`src/rtl/risc_datapath_if.sv`:
```
// Memory-side bus of the accumulator CPU datapath: address, write data and strobes, read data.
`timescale 1ns/1ps
interface risc_datapath_if #(
    parameter int unsigned DATA_W = 8,
    parameter int unsigned ADDR_W = 5
);
    logic [ADDR_W-1:0] mem_addr;
    logic [DATA_W-1:0] mem_wdata;
    logic [DATA_W-1:0] mem_rdata;
    logic              mem_re;
    logic              mem_we;

    modport master (
        output mem_addr,
        output mem_wdata,
        output mem_re,
        output mem_we,
        input  mem_rdata
    );

    modport slave (
        input  mem_addr,
        input  mem_wdata,
        input  mem_re,
        input  mem_we,
        output mem_rdata
    );
endinterface

```
`src/rtl/risc_datapath.sv`:
```
// Execution datapath of the 8-bit accumulator CPU: PC, IR, AC, ALU, zero flag, halt latch
// and the phase-driven memory address mux, all sequenced by the controller's strobes.
`timescale 1ns/1ps
module risc_datapath #(
    parameter int unsigned DATA_W = 8,
    parameter int unsigned ADDR_W = 5
) (
    input  logic               clk,
    input  logic               rst,
    input  logic               mem_rd,
    input  logic               load_ir,
    input  logic               halt,
    input  logic               inc_pc,
    input  logic               load_ac,
    input  logic               load_pc,
    input  logic               mem_wr,
    risc_datapath_if.master    mem,
    output logic [2:0]         opcode,
    output logic               zero,
    output logic [ADDR_W-1:0]  pc_out,
    output logic [DATA_W-1:0]  ac_out,
    output logic               halted
);
    typedef enum logic [2:0] {
        OP_HLT = 3'b000,
        OP_SKZ = 3'b001,
        OP_ADD = 3'b010,
        OP_AND = 3'b011,
        OP_XOR = 3'b100,
        OP_LDA = 3'b101,
        OP_STO = 3'b110,
        OP_JMP = 3'b111
    } opcode_e;

    logic [ADDR_W-1:0] pc_q, pc_d;
    logic [DATA_W-1:0] ir_q, ir_d;
    logic [DATA_W-1:0] ac_q, ac_d;
    logic [2:0]        phase_q, phase_d;
    logic              halted_q, halted_d;
    logic [DATA_W-1:0] alu_res;
    opcode_e           op;

    assign op = opcode_e'(ir_q[DATA_W-1:ADDR_W]);

    always_comb begin
        alu_res = ac_q;
        case (op)
            OP_ADD:  alu_res = ac_q + mem.mem_rdata;
            OP_AND:  alu_res = ac_q & mem.mem_rdata;
            OP_XOR:  alu_res = ac_q ^ mem.mem_rdata;
            OP_LDA:  alu_res = mem.mem_rdata;
            default: alu_res = ac_q;
        endcase
    end

    always_comb begin
        // Phase runs free, even after halt, to stay aligned with the controller.
        phase_d  = phase_q + 3'd1;
        halted_d = halted_q | halt;
        ir_d     = ir_q;
        ac_d     = ac_q;
        pc_d     = pc_q;
        if (!halted_q) begin
            if (load_ir) ir_d = mem.mem_rdata;
            if (load_ac) ac_d = alu_res;
            if (load_pc) pc_d = ir_q[ADDR_W-1:0];
            else if (inc_pc) pc_d = pc_q + ADDR_W'(1);
        end
    end

    always_ff @(posedge clk) begin
        if (rst) begin
            pc_q     <= '0;
            ir_q     <= '0;
            ac_q     <= '0;
            phase_q  <= '0;
            halted_q <= 1'b0;
        end else begin
            pc_q     <= pc_d;
            ir_q     <= ir_d;
            ac_q     <= ac_d;
            phase_q  <= phase_d;
            halted_q <= halted_d;
        end
    end

    // First half of the cycle fetches at PC, second half addresses the operand.
    assign mem.mem_addr  = phase_q[2] ? ir_q[ADDR_W-1:0] : pc_q;
    assign mem.mem_wdata = ac_q;
    assign mem.mem_re    = mem_rd;
    assign mem.mem_we    = mem_wr & ~halted_q;

    assign opcode = ir_q[DATA_W-1:ADDR_W];
    assign zero   = (ac_q == '0);
    assign pc_out = pc_q;
    assign ac_out = ac_q;
    assign halted = halted_q;
endmodule

```
`src/flat_wrapper.sv`:
```
// flat-port wrapper written by rule: the top's interface ports become plain ports
module risc_datapath_flat 
#(
    parameter int unsigned DATA_W = 8,
    parameter int unsigned ADDR_W = 5
)
  (clk, rst, mem_rd, load_ir, halt, inc_pc, load_ac, load_pc, mem_wr, opcode, zero, pc_out, ac_out, halted, mem_mem_addr, mem_mem_wdata, mem_mem_re, mem_mem_we, mem_mem_rdata);
  risc_datapath_if #(.DATA_W(DATA_W), .ADDR_W(ADDR_W)) mem_i ();
  input  logic clk;
  input  logic rst;
  input  logic mem_rd;
  input  logic load_ir;
  input  logic halt;
  input  logic inc_pc;
  input  logic load_ac;
  input  logic load_pc;
  input  logic mem_wr;
  output logic [2:0] opcode;
  output logic zero;
  output logic [ADDR_W-1:0] pc_out;
  output logic [DATA_W-1:0] ac_out;
  output logic halted;
  output wire logic [$bits(mem_i.mem_addr)-1:0] mem_mem_addr;
  output wire logic [$bits(mem_i.mem_wdata)-1:0] mem_mem_wdata;
  output wire logic [$bits(mem_i.mem_re)-1:0] mem_mem_re;
  output wire logic [$bits(mem_i.mem_we)-1:0] mem_mem_we;
  input wire logic [$bits(mem_i.mem_rdata)-1:0] mem_mem_rdata;
  assign mem_mem_addr = mem_i.mem_addr;
  assign mem_mem_wdata = mem_i.mem_wdata;
  assign mem_mem_re = mem_i.mem_re;
  assign mem_mem_we = mem_i.mem_we;
  assign mem_i.mem_rdata = mem_mem_rdata;
  risc_datapath #(.DATA_W(DATA_W), .ADDR_W(ADDR_W)) u_core (.clk(clk), .rst(rst), .mem_rd(mem_rd), .load_ir(load_ir), .halt(halt), .inc_pc(inc_pc), .load_ac(load_ac), .load_pc(load_pc), .mem_wr(mem_wr), .mem(mem_i), .opcode(opcode), .zero(zero), .pc_out(pc_out), .ac_out(ac_out), .halted(halted));
endmodule
```
`config.mk`:
```
export PLATFORM = sky130hd
export DESIGN_NAME = risc_datapath_flat
export DESIGN_NICKNAME = d
export VERILOG_FILES = /design/src/rtl/risc_datapath_if.sv /design/src/rtl/risc_datapath.sv /design/src/flat_wrapper.sv
export SDC_FILE = /design/constraint.sdc
export NUM_CORES = 1
export LEC_CHECK = 0
export BUFFER_PORTS_ARGS = -buffer_cell sky130_fd_sc_hd__buf_2
export CORE_ASPECT_RATIO = 0.75
export CORE_UTILIZATION = 54
export CTS_BUF_LIST = sky130_fd_sc_hd__clkbuf_4
export DETAILED_ROUTE_END_ITERATION = 10
export PLACE_DENSITY = 0.83
export SYNTH_ARGS = -nofsm -noshare
export SYNTH_HDL_FRONTEND = slang
export SYNTH_SLANG_ARGS = --single-unit
```
`constraint.sdc`:
```
create_clock -name clk -period 2.5 [get_ports clk]
set_clock_uncertainty 0.1 [all_clocks]
set_input_delay 0.375 -clock clk [delete_from_list [all_inputs] [get_ports clk]]
set_output_delay 0.375 -clock clk [all_outputs]
set_load 0.01 [all_outputs]
```
# After elaboration in Yosys (flattened, before gate mapping)
# Index checks and enable logic that the tools add are counted.
# word_totals
in_bits	17
wordCells	27
out_inout_bits	33
regBits	25
# op_classes
mux	4
eq_ne	4
add_sub_neg	3
n_reduce_logical	6
n_bitwise	5
# ops
op	count
$pmux 8 s4	1
$mux 5	3
$add 8x8->8	1
$and 8x8->8	1
$logic_not 8->1	1
$xor 8x8->8	1
$eq 3x2->1 const B	2
$eq 3x3->1 const B	2
$add 5x1->5 const B	1
$reduce_and 2->1	2
$reduce_bool 4->1	1
$add 3x1->3 const B	1
$reduce_and 3->1	1
$reduce_bool 2->1	1
$and 1x1->1	1
$not 1->1	1
$or 1x1->1	1

# Depth between registers and ports, before layout
# depth
ltp_word	3
depth_mapped	7
ltp_nobuf	7

# Worst setup path after synthesis
# OpenSTA, ideal clock, no wires.
# synth_timing
path_kind	register to register
start	register u_core.ac_q[0], in the netlist u_core.ac_out[0]
end	register u_core.ac_q[1], in the netlist u_core.ac_out[1]
required_time_ns	2.266
setup_ns	0.134
stages_incl_launch_ff	8
arrival_time_ns	1.638
setup_slack_ns	0.629
synth_period_minus_slack_ns	1.871
n_path_buf	0
cell_sequence	dfxtp_1 > ha_1 > inv_1 > fa_1 > inv_1 > a221o_1 > a21oi_1 > a211oi_1
# synth_via
elab_chain_len	2
# synth_rtl
element	line_no	source
start, declared	risc_datapath.sv:37	logic [DATA_W-1:0] ac_q, ac_d;
start signal, assigned	risc_datapath.sv:75	ac_q <= '0;
start signal, assigned	risc_datapath.sv:81	ac_q <= ac_d;
$add 8x8->8	risc_datapath.sv:48	OP_ADD: alu_res = ac_q + mem.mem_rdata;
$pmux 8 s4	risc_datapath.sv:47	case (op)
# No other way between the ends.
# A chain may end at the register's enable or synchronous reset.

# Worst setup path in the final report
# layout_timing
start	register u_core.ac_q[3], in the netlist u_core.ac_out[3]
end	output port zero
# layout_via
elab_chain_len	1
# layout_rtl
element	line_no	source
$logic_not 8->1	risc_datapath.sv:94	assign zero = (ac_q == '0);
end, declared	flat_wrapper.sv:19	output logic zero;
# No other way between the ends.

==> metrics.yaml <==
status: "complete, no violations"
synth_fp_nets: 246
layout_worst_path_cycle_share: 0.815
diodes: 0
fmax_mhz: 491
synthCells: 218
switching_power_mw: 0.343
drtAntennaViolNets: 0
critPathMaxStageDelay_ns: 0.60
floorplan.initialDensity: 0.592
pwr-share-comb: 0.335
layout_min_cycle_time_ns: 2.04
pre_cts_slack_ns: 0.429
area_growth_pct: 10.5
whs_ns: 0.151
clock_latency_ns: 0.32
io_buffers: 47
final-setup-viol-count: 0
grt_pass1_vias: 1574
synth_edf_count: 0
slew-limit-headroom: 0.420
drt-total-wl_um: 4500
cts_setup_buffers: 0
place_hpwl_um: 3380
htreeDepth: 1
synth_flop_cell: "dfxtp_1"
crit_fanout: 5
wire_per_inst_um: 15.7
cts.path.max_buffers: 2
drtPass1Iterations: 5
die_h_um: 52.4
ys_seq_area_frac: 0.274
reg2regPathDepth: 7
grt_max_degree: 30
path_cells: "or4_1, nor2_1, buf_2"
grt.total_usage: 0.263
place_area_um2: 1990
yosysUniqueCellTypes: 55
vdd_drop_max_mv: 0.371
tritoncts: "yes"
min_path_type: "input pin to register"
final_area_um2: 2020
p_int_mw: 0.651
rsz0062_at_grt: "false"
maxSlewViolCount: 0
postLayoutSetupSlackWorst_ns: 0.462
place_congestion: 1.02
numCtsBuffers: 3
cts_num_sinks: 25
yosys_register_bits: 25
pwr-share-clk: 0.195
synth.area.top_cells: "dfxtp_1, ha_1, buf_4"
timing.max_cap.violations: 0
grt_overflow: 0
grt_pass1_wl_um: 7620
syn_avg_cell_area_um2: 8.37
hold_viol: 0
cp-start-kind: "register"
p_sw_frac: 0.345
yosysWarnings: 0
drive_above_1_share: 0.261
layout.nets: 278
drc: 0
seq_power_share: 0.471
die_area_um2: 3620
finish.utilization: 0.654
viasPerCell: 6.26
critical_path_arrival_ns: 1.56
hold_buffers: 0
cts_resized: 0
worst_ep_required_time_ns: 2.03
antenna_found_initial: 0
cts_root_buffer: "clkbuf_4"
tightestPinTransition_ns: 0.868
leakage_nw: 0.926
synth_top_area_share: 0.274
slowest_stage: "or4_1"
fin_tns_setup_ns: 0
p_per_area_nw_per_um2: 493
cp-end-kind: "output port"
die_w_um: 69.1
ioPinCount: 50
hold_path_depth: 3
clk_pin_slew_ns: 0.13
core-area_um2: 3080
drtIter0Drc: 178
yosysTopAreaCell: "dfxtp_1"
fillers: 265
vias: 1796
critical_path_class: "register to output port"
rows: 17
async_reset_ff_frac: 0
syn_area_um2: 1830
[cells in the mapped netlist, types with 2 or more instances]
cell	instances
a211o_1	2
a211oi_1	3
a21o_1	2
a21oi_1	15
a221o_1	2
a221oi_1	2
a22o_1	5
a31oi_1	2
and3b_1	2
buf_1	2
buf_4	13
buf_6	2
clkbuf_1	7
dfxtp_1	25
ha_1	10
inv_1	7
mux2_2	5
mux2i_1	9
nand2_1	9
nand2b_1	3
nand3_1	3
nand4b_1	2
nor2_1	26
nor2b_1	5
nor3b_1	2
nor4_1	5
o211ai_1	3
o21ai_0	10
o21bai_1	2
o221ai_1	2
o31ai_1	2
or2_2	3
or4_1	2
or4b_1	2
xnor2_1	2
[final timing paths]
kind                                   startpoint                 to  slack [ns]
worst max-delay path             u_core.ac_out[3]               zero        0.46
worst min-delay path                         halt      u_core.halted        0.15
worst max register to register   u_core.ac_out[0]   u_core.ac_out[4]        0.51
worst min register to register  u_core.phase_q[0]  u_core.phase_q[0]        0.33
[state kept, by name, indices dropped and copies added (netlist names)]
| register | flops |
|---|---|
| u_core.ac_out | 8 |
| u_core.ir_q | 8 |
| u_core.pc_out | 5 |
| u_core.phase_q | 3 |
| u_core.halted | 1 |
[area by class of cell]
type                    instances  area [um2]  area share
multi-input cells             161        1140       0.565
flip-flops and latches         25         500       0.248
repair buffers                 52         273       0.135
well taps                      38        47.5      0.0236
clock buffers                   4        30.0      0.0149
inverters                       7        26.3      0.0130
[cells by family after synthesis]
kind of cell / Yosys count / share of synthesized area
AOI/OAI and AO/OA: 63 / 0.243
muxes: 14 / 0.0802
and+or+nand+nor: 70 / 0.207
DFF: 25 / 0.274
buffers and inverters: 32 / 0.101
xor gates and xnor gates: 3 / 0.0144
adders and majority gates: 11 / 0.0795
[power groups by stage]
stage | Clock, mW | Combinational (mW) | Sequential [mW]
after detailed placement | 0 | 0.326 | 0.477
after global routing | 0.220 | 0.366 | 0.474
after floorplan | 0 | 0.239 | 0.474
final | 0.194 | 0.333 | 0.468
after CTS | 0.201 | 0.328 | 0.468
after global placement | 0 | 0.322 | 0.477
[critical path, delay by kind of cell (launching register included)]
kind                   cells  cell delay, ns
and+or+nand+nor            2            0.72
DFF                        1            0.39
buffers and inverters      1            0.13
[placed cells by master, fill, tap and decap left out, types with 3 or more instances in the layout]
cell      synthesis  final
buf_2             1     47
o211ai_1          3      3
nor2b_1           5      5
nand2_1           9      9
clkbuf_4          0      4
inv_1             7      7
mux2_2            5      5
nand3_1           3      3
nand2b_1          3      3
mux2i_1           9      9
ha_1             10     10
or2_2             3      3
nor4_1            5      5
buf_4            13      5
o21ai_0          10     10
a211oi_1          3      3
nor2_1           26     26
a21oi_1          15     15
dfxtp_1          25     25
a22o_1            5      5
[metrics by stage]
step | power [mW] | cells
final | 0.994 | 287
after global routing | 1.06 | 287
after CTS | 0.996 | 287
after detailed placement | 0.803 | 283
after global placement | 0.799 | 283
after floorplan | 0.713 | 218
[routing by layer]
layer | global-route usage | routed length [um]
met1 | 0.387 | 2160
met2 | 0.400 | 1860
met3 | 0.0365 | 430
met4 | 0.0748 | 51
met5 | 0 | 0
Note: power is estimated with default switching activity, not from simulation.
